### src/rtl/keypad_ctrl_pkg.sv
// -----------------------------------------------------------------------------
// keypad_ctrl_pkg
//   Shared definitions for the 4x4 matrix-keypad peripheral.
//   - CODE_W    : width of a key code (row*4 + col)
//   - NUM_LINES : number of rows and of columns on the keypad
//   - CAND_W    : width of a debounce candidate, {valid, code}
//   - KEY_NONE  : candidate meaning "no single key pressed"
//   - snap_to_cand() : turns a 16-bit scan snapshot into a candidate
// -----------------------------------------------------------------------------
package keypad_ctrl_pkg;

    localparam int CODE_W    = 4;
    localparam int NUM_LINES = 4;
    localparam int SNAP_W    = NUM_LINES * NUM_LINES;
    localparam int CAND_W    = CODE_W + 1;

    localparam logic [CAND_W-1:0] KEY_NONE = '0;

    // Snapshot bit col*4+row holds the row line seen while that column was
    // driven. Exactly one set bit yields {1, row*4+col}; zero bits or several
    // bits (ghosting / multi-key) yield KEY_NONE.
    function automatic logic [CAND_W-1:0] snap_to_cand(
        input logic [SNAP_W-1:0] snap
    );
        logic [CAND_W-1:0] cand;
        int unsigned       hits;
        cand = KEY_NONE;
        hits = 0;
        for (int c = 0; c < NUM_LINES; c++) begin
            for (int r = 0; r < NUM_LINES; r++) begin
                if (snap[c*NUM_LINES + r]) begin
                    hits = hits + 1;
                    cand = {1'b1, CODE_W'(r*NUM_LINES + c)};
                end
            end
        end
        if (hits != 1) begin
            cand = KEY_NONE;
        end
        return cand;
    endfunction

endpackage

### src/rtl/key_fifo.sv
// -----------------------------------------------------------------------------
// key_fifo
//   First-word-fall-through FIFO for key codes. The head entry is always
//   presented on head; a pop advances it on the same edge.
//   Ports:
//     clk, rst      : clock, asynchronous active-high reset
//     push, din     : write request and data (ignored when full unless a pop
//                     happens in the same cycle)
//     pop           : read request (ignored when empty)
//     head          : current oldest entry
//     count         : number of stored entries (0..DEPTH)
//     full, empty   : status decoded from count
// -----------------------------------------------------------------------------
module key_fifo #(
    parameter int DEPTH = 4,
    parameter int WIDTH = 4
) (
    input  logic                     clk,
    input  logic                     rst,
    input  logic                     push,
    input  logic                     pop,
    input  logic [WIDTH-1:0]         din,
    output logic [WIDTH-1:0]         head,
    output logic [$clog2(DEPTH):0]   count,
    output logic                     full,
    output logic                     empty
);

    localparam int PTR_W = $clog2(DEPTH);
    localparam int CNT_W = PTR_W + 1;

    logic [WIDTH-1:0] mem_q [DEPTH];
    logic [WIDTH-1:0] mem_d [DEPTH];
    logic [PTR_W-1:0] wr_ptr_q, wr_ptr_d;
    logic [PTR_W-1:0] rd_ptr_q, rd_ptr_d;
    logic [CNT_W-1:0] count_q, count_d;
    logic             do_push;
    logic             do_pop;

    assign empty = (count_q == '0);
    assign full  = (count_q == CNT_W'(DEPTH));
    assign head  = mem_q[rd_ptr_q];
    assign count = count_q;

    // A full FIFO still accepts a write when a pop frees a slot that cycle.
    assign do_pop  = pop && !empty;
    assign do_push = push && (!full || do_pop);

    always_comb begin
        mem_d    = mem_q;
        wr_ptr_d = wr_ptr_q;
        rd_ptr_d = rd_ptr_q;
        count_d  = count_q;
        if (do_push) begin
            mem_d[wr_ptr_q] = din;
            wr_ptr_d        = wr_ptr_q + PTR_W'(1);
        end
        if (do_pop) begin
            rd_ptr_d = rd_ptr_q + PTR_W'(1);
        end
        unique case ({do_push, do_pop})
            2'b10:   count_d = count_q + CNT_W'(1);
            2'b01:   count_d = count_q - CNT_W'(1);
            default: count_d = count_q;
        endcase
    end

    always_ff @(posedge clk or posedge rst) begin
        if (rst) begin
            for (int i = 0; i < DEPTH; i++) begin
                mem_q[i] <= '0;
            end
            wr_ptr_q <= '0;
            rd_ptr_q <= '0;
            count_q  <= '0;
        end else begin
            mem_q    <= mem_d;
            wr_ptr_q <= wr_ptr_d;
            rd_ptr_q <= rd_ptr_d;
            count_q  <= count_d;
        end
    end

endmodule

### src/rtl/keypad_ctrl.sv
// -----------------------------------------------------------------------------
// keypad_ctrl
//   4x4 matrix-keypad scanner with frame debounce and a key-code FIFO.
//   Ports:
//     Clock, Reset   : system clock, asynchronous active-high reset
//     Rows[3:0]      : raw row lines (active-high, asynchronous)
//     Columns[3:0]   : one-hot column drive
//     ReadEnable     : one-cycle pop request
//     ClearOverflow  : clears the sticky Overflow flag
//     KeyCode[3:0]   : FIFO head, code = row*4 + col
//     KeyValid       : FIFO not empty
//     KeyCount       : FIFO occupancy
//     Overflow       : sticky, set when a code is dropped on a full FIFO
// -----------------------------------------------------------------------------
module keypad_ctrl
    import keypad_ctrl_pkg::*;
#(
    parameter int SCAN_DIV   = 1000,
    parameter int DEBOUNCE   = 3,
    parameter int FIFO_DEPTH = 4
) (
    input  logic                          Clock,
    input  logic                          Reset,
    input  logic [NUM_LINES-1:0]          Rows,
    output logic [NUM_LINES-1:0]          Columns,
    input  logic                          ReadEnable,
    input  logic                          ClearOverflow,
    output logic [CODE_W-1:0]             KeyCode,
    output logic                          KeyValid,
    output logic [$clog2(FIFO_DEPTH):0]   KeyCount,
    output logic                          Overflow
);

    localparam int DWELL_W = 16;
    localparam int STAB_W  = 4;
    localparam int CNT_W   = $clog2(FIFO_DEPTH) + 1;

    // Synchronizer
    logic [NUM_LINES-1:0] rows_meta_q, rows_meta_d;
    logic [NUM_LINES-1:0] rows_sync_q, rows_sync_d;

    // Scan
    logic [DWELL_W-1:0]   dwell_q, dwell_d;
    logic [1:0]           col_q, col_d;
    logic [SNAP_W-1:0]    snap_q, snap_d;

    // Debounce / report
    logic [CAND_W-1:0]    prev_cand_q, prev_cand_d;
    logic [STAB_W-1:0]    stable_q, stable_d;
    logic [CAND_W-1:0]    last_q, last_d;
    logic                 overflow_q, overflow_d;

    logic                 term_cnt;
    logic                 frame_end;
    logic [CAND_W-1:0]    cand;
    logic                 accept;
    logic                 push_req;
    logic                 pop_req;

    logic                 fifo_full;
    logic                 fifo_empty;
    logic [CNT_W-1:0]     fifo_count;
    logic [CODE_W-1:0]    fifo_head;

    assign term_cnt  = (dwell_q == DWELL_W'(SCAN_DIV - 1));
    assign frame_end = term_cnt && (col_q == 2'd3);
    assign pop_req   = ReadEnable && !fifo_empty;

    always_comb begin
        rows_meta_d = Rows;
        rows_sync_d = rows_meta_q;

        dwell_d = term_cnt ? '0 : dwell_q + DWELL_W'(1);
        col_d   = term_cnt ? col_q + 2'd1 : col_q;

        // Rows have settled for SCAN_DIV-1 cycles by the terminal count, which
        // covers the two synchronizer stages.
        snap_d = snap_q;
        if (term_cnt) begin
            snap_d[{col_q, 2'b00} +: NUM_LINES] = rows_sync_q;
        end

        // The candidate uses the snapshot including the column written this
        // cycle, so the frame is evaluated on its own final edge.
        cand = snap_to_cand(snap_d);

        prev_cand_d = prev_cand_q;
        stable_d    = stable_q;
        last_d      = last_q;
        accept      = 1'b0;
        push_req    = 1'b0;
        if (frame_end) begin
            prev_cand_d = cand;
            if (cand == prev_cand_q) begin
                stable_d = (stable_q == STAB_W'(DEBOUNCE)) ? stable_q
                                                          : stable_q + STAB_W'(1);
            end else begin
                stable_d = STAB_W'(1);
            end
            accept = (stable_d == STAB_W'(DEBOUNCE));
            if (accept) begin
                if (!cand[CAND_W-1]) begin
                    last_d = KEY_NONE;
                end else if (cand != last_q) begin
                    // last_reported follows the key even if the FIFO drops it,
                    // so a held key never retries.
                    push_req = 1'b1;
                    last_d   = cand;
                end
            end
        end

        // Set has priority over clear.
        overflow_d = overflow_q;
        if (ClearOverflow) begin
            overflow_d = 1'b0;
        end
        if (push_req && fifo_full && !pop_req) begin
            overflow_d = 1'b1;
        end
    end

    always_ff @(posedge Clock or posedge Reset) begin
        if (Reset) begin
            rows_meta_q <= '0;
            rows_sync_q <= '0;
            dwell_q     <= '0;
            col_q       <= '0;
            snap_q      <= '0;
            prev_cand_q <= KEY_NONE;
            stable_q    <= '0;
            last_q      <= KEY_NONE;
            overflow_q  <= 1'b0;
        end else begin
            rows_meta_q <= rows_meta_d;
            rows_sync_q <= rows_sync_d;
            dwell_q     <= dwell_d;
            col_q       <= col_d;
            snap_q      <= snap_d;
            prev_cand_q <= prev_cand_d;
            stable_q    <= stable_d;
            last_q      <= last_d;
            overflow_q  <= overflow_d;
        end
    end

    key_fifo #(
        .DEPTH (FIFO_DEPTH),
        .WIDTH (CODE_W)
    ) u_fifo (
        .clk   (Clock),
        .rst   (Reset),
        .push  (push_req),
        .pop   (pop_req),
        .din   (cand[CODE_W-1:0]),
        .head  (fifo_head),
        .count (fifo_count),
        .full  (fifo_full),
        .empty (fifo_empty)
    );

    assign Columns  = NUM_LINES'(1) << col_q;
    assign KeyCode  = fifo_head;
    assign KeyValid = !fifo_empty;
    assign KeyCount = fifo_count;
    assign Overflow = overflow_q;

endmodule
### config.mk
export PLATFORM = sky130hd
export DESIGN_NAME = keypad_ctrl
export DESIGN_NICKNAME = d
export VERILOG_FILES = /design/src/rtl/keypad_ctrl_pkg.sv /design/src/rtl/key_fifo.sv /design/src/rtl/keypad_ctrl.sv
export SDC_FILE = /design/constraint.sdc
export NUM_CORES = 1
export LEC_CHECK = 0
export CORE_UTILIZATION = 36
export DETAILED_ROUTE_END_ITERATION = 12
export PLACE_DENSITY = 0.56
export SLEW_MARGIN = 40
export SYNTH_ARGS = -nofsm -noshare
export SYNTH_HDL_FRONTEND = slang
export SYNTH_SLANG_ARGS = --single-unit
### constraint.sdc
create_clock -name Clock -period 19.32 [get_ports Clock]
set_clock_uncertainty 0.2 [all_clocks]
set_input_delay 2.898 -clock Clock [delete_from_list [all_inputs] [get_ports Clock]]
set_output_delay 2.898 -clock Clock [all_outputs]
set_load 0.01 [all_outputs]
# ---- After elaboration in Yosys (flattened, before gate mapping)
# Cells that the tools add are included.
# Widths: inputs -> output; s select.
dict set report word_totals {
  reg_bits 80
  input_bits 8
  wordCells 127
}
dict set report op_classes {
  n_addsub 23
  magnitude_cmp 3
  eq_ne 11
  shift 3
  muxes 54
  bitwise 2
  reduce_logical 15
}
# op count
set op_table {}
lappend op_table {{$add 32x1->32 const B} 15}
lappend op_table {{$mux 32} 15}
lappend op_table {{$mux 5} 19}
lappend op_table {{$bwmux 16} 2}
lappend op_table {{$mux 16} 2}
lappend op_table {{$ne 32x1->1 const B} 1}
lappend op_table {{$mux 4} 6}
lappend op_table {{$add 16x1->16 const B} 1}
lappend op_table {{$eq 16x10->1 const B} 1}
lappend op_table {{$shift 4x6->16 const A} 1}
lappend op_table {{$shiftx 4x6->16} 1}
lappend op_table {{$bmux 4 s2} 1}
lappend op_table {{$demux 4 s2} 1}
lappend op_table {{$eq 4x2->1 const B} 2}
lappend op_table {{$logic_and 1x1->1} 7}
lappend op_table {{$mux 1} 7}
lappend op_table {{$add 2x1->2 const B} 3}
lappend op_table {{$ge 3x3->1 const B} 2}
lappend op_table {{$neg 4->6} 1}
lappend op_table {{$not 2->3} 2}
lappend op_table {{$pmux 3 s2} 1}
lappend op_table {{$eq 5x5->1} 1}
lappend op_table {{$ne 5x5->1} 1}
lappend op_table {{$add 4x1->4 const B} 1}
lappend op_table {{13 further kinds} 17}

# ---- Depth between registers and ports, before layout
# Gate-level depths: netlist of the first run.
dict set report logic_depth {
  word_depth 46
  depth_mapped 66
  depth_no_buf 66
}

# ---- Cells and area by module
# Synthesis of the first run repeated with hierarchy kept, for this count alone.
dict set report unflattened {
  hier_cells 711
  area_unflattened_um2 6538.8
}
# mod n_inst cells_each area_each_um2
set modules_own_cells {}
lappend modules_own_cells {keypad_ctrl 1 632 5418.9}
lappend modules_own_cells {key_fifo 1 79 1119.8}

# ---- Least setup slack after synthesis of the first run
# No wires, ideal clock.
dict set report synth_timing {
  path_type {flip-flop to flip-flop}
  from {register dwell_q[11]}
  to {register u_fifo.count_q[2], in the netlist u_fifo.count[2]}
  setup_time_ns 0.127
  arrival_time_ns 13.098
  slack_ns 5.896
  path_stages_with_launch 64
  n_path_buf 2
  period_less_slack_ns 13.424
  path_cell_list {dfrtp_1 -> or4_1 -> buf_2 -> nor4_2 -> nand2_1 -> o21a_1 -> ha_1 -> clkbuf_1 -> xnor2_1 -> ha_1 -> o21ai_0 -> inv_1 -> ha_1 -> nand2_1 -> nand2_1 -> ha_1 -> nand2_1 -> o221ai_1 -> [28 not listed] -> ha_1 -> nand2_1 -> nand2_1 -> ha_1 -> o21ai_0 -> or3b_2 -> or4_1 -> or2_1 -> nor3_1 -> o221ai_1 -> nor3_1 -> nand4_1 -> ha_1 -> inv_1 -> fa_1 -> xor2_1 -> nor2_1 -> xor2_1}
}
dict set report synth_via {
  elab_chain_len 44
}
# item line
set synth_lines {}
lappend synth_lines {{start, declared} keypad_ctrl.sv:43} ;# logic [DWELL_W-1:0] dwell_q, dwell_d;
lappend synth_lines {{start signal, assigned} keypad_ctrl.sv:137} ;# dwell_q <= dwell_d;
lappend synth_lines {{$eq 16x10->1 (*)} keypad_ctrl.sv:65} ;# assign term_cnt = (dwell_q == DWELL_W'(SCAN_DIV - 1));
lappend synth_lines {{$mux 16} keypad_ctrl.sv:79} ;# if (term_cnt) begin
lappend synth_lines {{$mux 1} keypad_ctrl_pkg.sv:31} ;# if (snap[c*NUM_LINES + r]) begin
lappend synth_lines {{$add 32x1->32} keypad_ctrl_pkg.sv:32} ;# hits = hits + 1;
lappend synth_lines {{$mux 32} keypad_ctrl_pkg.sv:31}
lappend synth_lines {{$add 32x1->32} keypad_ctrl_pkg.sv:32}
lappend synth_lines {{$mux 32} keypad_ctrl_pkg.sv:31}
lappend synth_lines {{$add 32x1->32} keypad_ctrl_pkg.sv:32}
lappend synth_lines {{[28 not listed]} --}
lappend synth_lines {{$mux 4} keypad_ctrl.sv:94} ;# if (cand == prev_cand_q) begin
lappend synth_lines {{$mux 4} keypad_ctrl.sv:92} ;# if (frame_end) begin
lappend synth_lines {{$eq 4x2->1} keypad_ctrl.sv:100} ;# accept = (stable_d == STAB_W'(DEBOUNCE));
lappend synth_lines {{$mux 1} keypad_ctrl.sv:101} ;# if (accept) begin
lappend synth_lines {{$mux 1 (*)} keypad_ctrl.sv:92}
lappend synth_lines {{$logic_and 1x1->1 (*)} key_fifo.sv:47} ;# assign do_push = push && (!full || do_pop);
lappend synth_lines {{$eq 2x1->1 / $eq 2x2->1 (equally long branches)} key_fifo.sv:61} ;# unique case ({do_push, do_pop})
lappend synth_lines {{$pmux 3 s2 / $reduce_bool 2->1 (equally long branches)} --}
lappend synth_lines {{end signal, assigned} key_fifo.sv:80} ;# count_q <= count_d;
lappend synth_lines {{end, declared} key_fifo.sv:36} ;# logic [CNT_W-1:0] count_q, count_d;
# Mark *: on every way between the ends. The rest lies on a longest branch, timed or not. The select of a mux whose other input is x is not followed.
# A chain may end at the register's enable or synchronous reset.

# ---- Worst setup path after layout of the first run
dict set report layout_timing {
  from {register dwell_q[11]}
  to {register u_fifo.count_q[2], in the netlist u_fifo.count[2]}
}
dict set report layout_via {
  elab_chain_len 44
}
# item line
set layout_lines {}
lappend layout_lines {{$eq 16x10->1 (*)} keypad_ctrl.sv:65}
lappend layout_lines {{$mux 16 (*)} keypad_ctrl.sv:79}
lappend layout_lines {{net snap_d[0]} keypad_ctrl.sv:45} ;# logic [SNAP_W-1:0] snap_q, snap_d;
lappend layout_lines {{$mux 1} keypad_ctrl_pkg.sv:31}
lappend layout_lines {{$add 32x1->32} keypad_ctrl_pkg.sv:32}
lappend layout_lines {{$mux 32} keypad_ctrl_pkg.sv:31}
lappend layout_lines {{$add 32x1->32} keypad_ctrl_pkg.sv:32}
lappend layout_lines {{$mux 32} keypad_ctrl_pkg.sv:31}
lappend layout_lines {{[29 not listed]} --}
lappend layout_lines {{$mux 4} keypad_ctrl.sv:94}
lappend layout_lines {{$mux 4} keypad_ctrl.sv:92}
lappend layout_lines {{$eq 4x2->1} keypad_ctrl.sv:100}
lappend layout_lines {{$mux 1 (*)} keypad_ctrl.sv:101}
lappend layout_lines {{$mux 1 (*)} keypad_ctrl.sv:92}
lappend layout_lines {{$logic_and 1x1->1 (*)} key_fifo.sv:47}
lappend layout_lines {{$eq 2x1->1 / $eq 2x2->1 (equally long branches)} key_fifo.sv:61}
lappend layout_lines {{$pmux 3 s2 / $reduce_bool 2->1 (equally long branches)} --}
# Mark *: on every way through the listed nets, which the timed path passes. The rest lies on a longest branch. The select of a mux whose other input is x is not followed.

==> impl_results.md, run 1 <==
* Avg Vias per Cell at 5.60
* Die Area at 18800 sq um
* CTS buffer count at 9
* Post-synthesis cell type count at 86
* Worst rel slew slack at 45.5%
* Max stage delay on crit path at a little under 800 ps
* R2R cell count at between 60 and 70
* H-tree Lvls at 3
* Met3 WL at about 470 um
* Die span in x at around 140 um
* Post-synth EDFFs at 0
* Met2 wire len at around 7500 um
* Max Buffers Root-to-Sink at 2
* Initial antenna violation count at 0
* Post-synth net total at between 700 and 800
* Area Growth Syn to Fin at 10.9%
* Worst path slowest cell: or4_1
* Routed WL at between 15000 and 20000 um
* Setup TNS at 0 ps
* Cell Rows at slightly below 50
* Lkg Pwr at slightly above 3 nW
* Clock sinks at 80
* Worst slew pin tran at 813 ps
* Vias at between 5000 and 6000
* Vias in the first global route at 5471
* Most used cell, CP: ha_1
* Gr usage total at 18.3%
* Power Density at around 45 nW/um^2
* GPL Wtd Cong at 0.901
* Async SR Flop Fraction at 100%
* WL/cell at around 17 um
* Crit-path max FO at 10
* Fin. max-slew vios at 0
* Initial Utilization at a little under two fifths
* Hold depth at 0
* Hpwl dp at 12200 um
* CTS tree: done
* Final hold viol count at 0
* Reg clk slew, reported paths at around 60 ps
* Worst setup path class: flip-flop to flip-flop
* Most common cell after layout, fill and taps aside: dfrtp_1
* Synth Cell Area at approximately 6600 sq um
* Initial drt markers at about 400
* Yosys warns at 0
* Sequential area share after synthesis at 30.5%
* Global-route wire length before repair at about 27000 um
* Max Cap Viol at 0
* Largest net degree at the start of global routing at 81
* Root Driver: clkbuf_16
* Setup violators final at 0
* Syn avg cell area at 9.14 sq um
* Top routing layer in use: met4
* DRT antenna net count at 0
* Fmax at about 0.065 GHz
* Hold Buf Count CTS at 0
* Setup crit end kind: flip-flop
* GRT overflow at 0
* Fin nets at about 770
* Clk_lat worst skew at roughly 330 ps
* Peak supply drop at around 0.000044 V
* Met1 wire length at around 7800 um
* Status: completed
* CP required at 19330 ps
* Drt drc at 0
* Hold crit path type: flip-flop to flip-flop
* Fin crit share at approximately 80%
* IO Pins at 21
* Critical Path AT at between 15000 and 20000 ps
* Fin util at between 40% and 50%
* Setup Buffers After CTS at 0
* Fraction of layout cells with a size suffix above 1 at approximately a tenth
* Startpoint Class: flip-flop
* Core area at ~18000 sq um
* Cts repair resizes at 0
* Time the worst path needs with I/O delays and setup at roughly 15000 ps
* Most frequent cells in the layout: 80 x dfrtp_1, 78 x nand2_1, 52 x nor2_1, 37 x xnor2_1, 33 x inv_1
* Primary FF master, synth: dfrtp_1
* Diode count at 0
* Flops & latches, synth at 80
* RSZ-0062 raised after global routing: no
* Pre-antenna DRT Iters at 5
* IO Port Bufs at 20
* Cells after Synth at around 720
* Die H at 137 um
[flip-flops by register name, summed over array words and instances, names as in the netlist]
register         cells
dwell_q             16
snap_q              16
u_fifo.mem_q        16
last_q               5
prev_cand_q          5
rows_meta_q          4
rows_sync_q          4
stable_q             4
u_fifo.count         3
col_q                2
u_fifo.rd_ptr_q      2
u_fifo.wr_ptr_q      2
Overflow             1
[per-layer routing]
metal	global-route usage, %	vias up
met5	0	-
met4	5.80	0
met3	2.59	22
met2	30.4	111
met1	24.5	2632
li1	-	2651
[power by group]
part / leakage, nW / switching (mW) / internal, mW
clock: 0.132 / 0.0649 / 0.0897
sequential: 1.08 / 0.00194 / 0.168
combinational: 1.89 / 0.00405 / 0.00223
total: 3.10 / 0.0708 / 0.260
[area by class of cell]
type,count,area (sq um)
Tap cell,229,287
Sequential cell,80,2000
Inverter,36,136
Timing Repair Buffer,25,241
Fill cell,1759,10600
Multi-Input combinational cell,583,4360
Clock inverter,3,18.8
Clock buffer,12,246
[stage by stage]
stage	total power [mW]	setup WS (ps)	instances	hold slack, ps	area (sq um)
after floorplan	0.176	5900	719	131	6570
after global placement	0.180	4820	952	132	7000
after detailed placement	0.180	4250	953	140	7020
after CTS	0.336	4180	968	154	7290
after global routing	0.343	2830	968	167	7290
final	0.331	4050	968	151	7290
[worst max-delay path, delay by kind of cell (launching register included)]
kind	cells	cell delay, ps
compound gates	14	3280
xor+xnor	2	290
fa+ha+maj	16	4690
buf+inv	4	320
flops	1	430
mux	1	80
simple gates	26	5860
[worst paths after layout]
path / from / end / slack, ps
max in group asynchronous: Reset / u_fifo.mem_q[3] / 15530
min: rows_meta_q[2] / rows_sync_q[2] / 150
min reg2reg: rows_meta_q[2] / rows_sync_q[2] / 150
max reg2reg: dwell_q[11] / u_fifo.count[2] / 4050
max: dwell_q[11] / u_fifo.count[2] / 4050
min in group asynchronous: Reset / dwell_q[0] / 2890
[cells in the mapped netlist (all sizes together), types with 10 or more instances]
cell type	n	area share, %
nand4	13	1.2
mux2	25	4.3
nor3	22	1.7
mux2i	19	2.9
xor2	28	4.0
ha	30	5.7
nand2	78	4.5
nor2b	10	0.95
nor4	16	3.2
nand3	23	1.8
xnor2	43	6.4
and3	15	1.4
nor2	52	3.0
o21ai	30	2.3
dfrtp	80	30
clkbuf	15	0.86
o211ai	10	1.3
or3	12	1.3
a21oi	27	2.1
inv	36	2.1
[cells by family after synthesis]
family / after synthesis / synth area share [%]
and+or+nand+nor: 294 / 25.2
buffers and inverters: 56 / 3.39
xor gates and xnor gates: 73 / 11.1
adders and majority gates: 31 / 6.02
muxes: 48 / 8.55
DFF: 80 / 30.5
AOI/OAI and AO/OA: 137 / 15.3
Note: power is estimated with default switching activity, not from simulation.
==> run 2: changes to the inputs <==
==> constraint.sdc (replaced) <==
create_clock -name Clock -period 15.2 [get_ports Clock]
set_clock_uncertainty 0.2 [all_clocks]
set_input_delay 2.28 -clock Clock [delete_from_list [all_inputs] [get_ports Clock]]
set_output_delay 2.28 -clock Clock [all_outputs]
set_load 0.01 [all_outputs]
==> run 2 against run 1 <==
Critical path depth decreased by 2. Worst setup slack got worse by 3000 ps. Die area unchanged. Utilization increased by 0.43 points. First-iteration DRC count decreased by 19%. Worst hold slack improved by 2.6 ps. Largest cell class unchanged. Highest routed layer unchanged.
==> impl_results.md, run 2 (synthesis gave the netlist of run 1 again) <==
* Startpoint Class: flip-flop
* IO Pins at 21 (unchanged)
* Setup violators final at 0 (unchanged)
* Vias at 5403 (-0.24%)
* Max Buffers Root-to-Sink at 2 (unchanged)
* Routed WL at 15800 um (-0.79%)
* Initial Utilization at 36.7% (unchanged)
* GRT busiest layer: met2
* Fmax at 0.0709 GHz (+8.3%)
* GRT overflow at 0 (unchanged)
* Most frequent cells in the layout: 80 x dfrtp_1, 78 x nand2_1, 51 x nor2_1, 37 x xnor2_1, 32 x inv_1
* Met1 Resource Use GR at 24.5% (+0.051 points)
* Regs by FF count: dwell_q x16, snap_q x16, u_fifo.mem_q x16
* Setup crit end kind: flip-flop
* Lkg Pwr at 3.13 nW (+0.83%)
* Die Area at 18800 sq um (unchanged)
* Clk_lat worst skew at 340 ps (about the same)
* CP required at 15260 ps (-4070 ps)
* IO Port Bufs at 20 (unchanged)
* H-tree Lvls at 3 (unchanged)
* Power Density at 57.1 nW/um^2 (+26%)
* GRT met2 Usage at 29.7% (-0.76 points)
* Worst path slowest cell: or4_4
* Status: completed
* GPL Wtd Cong at 0.897 (-0.43%)
* Vias in the first global route at 5280 (-3.5%)
* CTS tree: done
* Met3 GRT Util at 1.85% (-0.74 points)
* Fin nets at 779 (+0.65%)
* Worst setup path class: flip-flop to flip-flop
* Peak supply drop at 0.0000555 V (+26%)
* Most common cell after layout, fill and taps aside: dfrtp_1
* Power Total at 421 uW (+27%)
* Worst rel slew slack at 49.0% (+3.5 points)
* RSZ-0062 raised after global routing: no
* CTS buffer count at 9 (unchanged)
* Max stage delay on crit path at 650 ps (-120 ps)
* Fin. max-slew vios at 0 (unchanged)
* Die span in x at 137 um (unchanged)
* Final hold viol count at 0 (unchanged)
* Fin crit share at 92.8% (+14 points)
* Global-route wire length before repair at 26400 um (-2.6%)
* Gr usage total at 17.9% (-0.48 points)
* Setup TNS at 0 ps (unchanged)
* Hold Buf Count CTS at 0 (unchanged)
* Clock sinks at 80 (unchanged)
* Critical Path AT at 14170 ps (-1110 ps)
* Most used cell, CP: ha_1
* Time the worst path needs with I/O delays and setup at 14110 ps (-1170 ps)
* Worst slew pin tran at 760 ps (-53.4 ps)
* Drt drc at 0 (unchanged)
* Hold crit path type: flip-flop to flip-flop
* Initial drt markers at 317 (-19%)
* Reg clk slew, reported paths at 60 ps (about the same)
* Root Driver: clkbuf_16
* Die H at 137 um (unchanged)
* Pre-antenna DRT Iters at 4 (-1)
* Hpwl dp at 12100 um (-0.33%)
* Area Growth Syn to Fin at 12.1%
* Avg Vias per Cell at 5.55 (-0.75%)
* Cell Rows at 49 (unchanged)
* Crit-path max FO at 10 (unchanged)
* Largest net degree at the start of global routing at 81 (unchanged)
* Diode count at 0 (unchanged)
* Core area at 17900 sq um (unchanged)
* Max Cap Viol at 0 (unchanged)
* DRT antenna net count at 0 (unchanged)
* Initial antenna violation count at 0 (unchanged)
* WL/cell at 16.3 um (-1.3%)
* Fraction of layout cells with a size suffix above 1 at 11.6% (+2.2 points)
## run 2: area by class of cell
| cell class | count | area [sq um] |
|---|---|---|
| multi-input cells | 583 | 4410 |
| clock buffers | 9 | 225 |
| repair buffers | 30 | 277 |
| inverters | 36 | 136 |
| flip-flops and latches | 80 | 2000 |
| fillers | 1772 | 10500 |
| clock inverters | 6 | 36.3 |
| well taps | 229 | 287 |
## run 2: what timing repair did
item,4_1_cts,5_1_grt
resized for setup,0,12
setup buffers,0,3
hold endpoints to repair,0,0
setup endpoints to repair,0,25
## run 2: per-layer routing
metal  part of all wire (%)  up-vias
li1                       -     2662
met1                     48     2640
met2                     48       89
met3                    2.9       12
met4                    1.1        0
met5                      0        -
## run 2: path summary, 6_finish.rpt
path                       depth (start not counted)  slack, ps         endpoint            from
max                                               61       1090  u_fifo.count[1]     dwell_q[11]
min                                                0        150   rows_sync_q[2]  rows_meta_q[2]
max reg2reg                                       61       1090  u_fifo.count[1]     dwell_q[11]
min reg2reg                                        0        150   rows_sync_q[2]  rows_meta_q[2]
max in group asynchronous                          3      12040        last_q[4]           Reset
min in group asynchronous                          3       2220       dwell_q[8]           Reset
## run 2: through the flow
step,area [sq um],hold slack (ps),cells,setup slack [ps],util [%]
after floorplan,6570,131,719,1780,-
after global placement,7010,133,953,914,39.2
after detailed placement,7030,139,955,443,39.3
after CTS,7290,153,970,379,40.7
after global routing,7370,157,973,26.1,41.2
final,7370,153,973,1090,41.2
## run 2: worst max-delay path: cells and delay by family, from the launching register on
| kind | cells | cell delay (ps) |
|---|---|---|
| buffers and inverters | 4 | 290 |
| AOI/OAI and AO/OA | 15 | 3090 |
| DFF | 1 | 440 |
| and+or+nand+nor | 25 | 5100 |
| muxes | 1 | 80 |
| adders and majority gates | 16 | 4820 |
## run 2: report_power, final
group	switching [mW]	leakage, nW	internal (mW)
logic	0.00508	1.92	0.00284
clock network	0.0875	0.131	0.109
registers	0.00230	1.08	0.214
total	0.0949	3.13	0.326
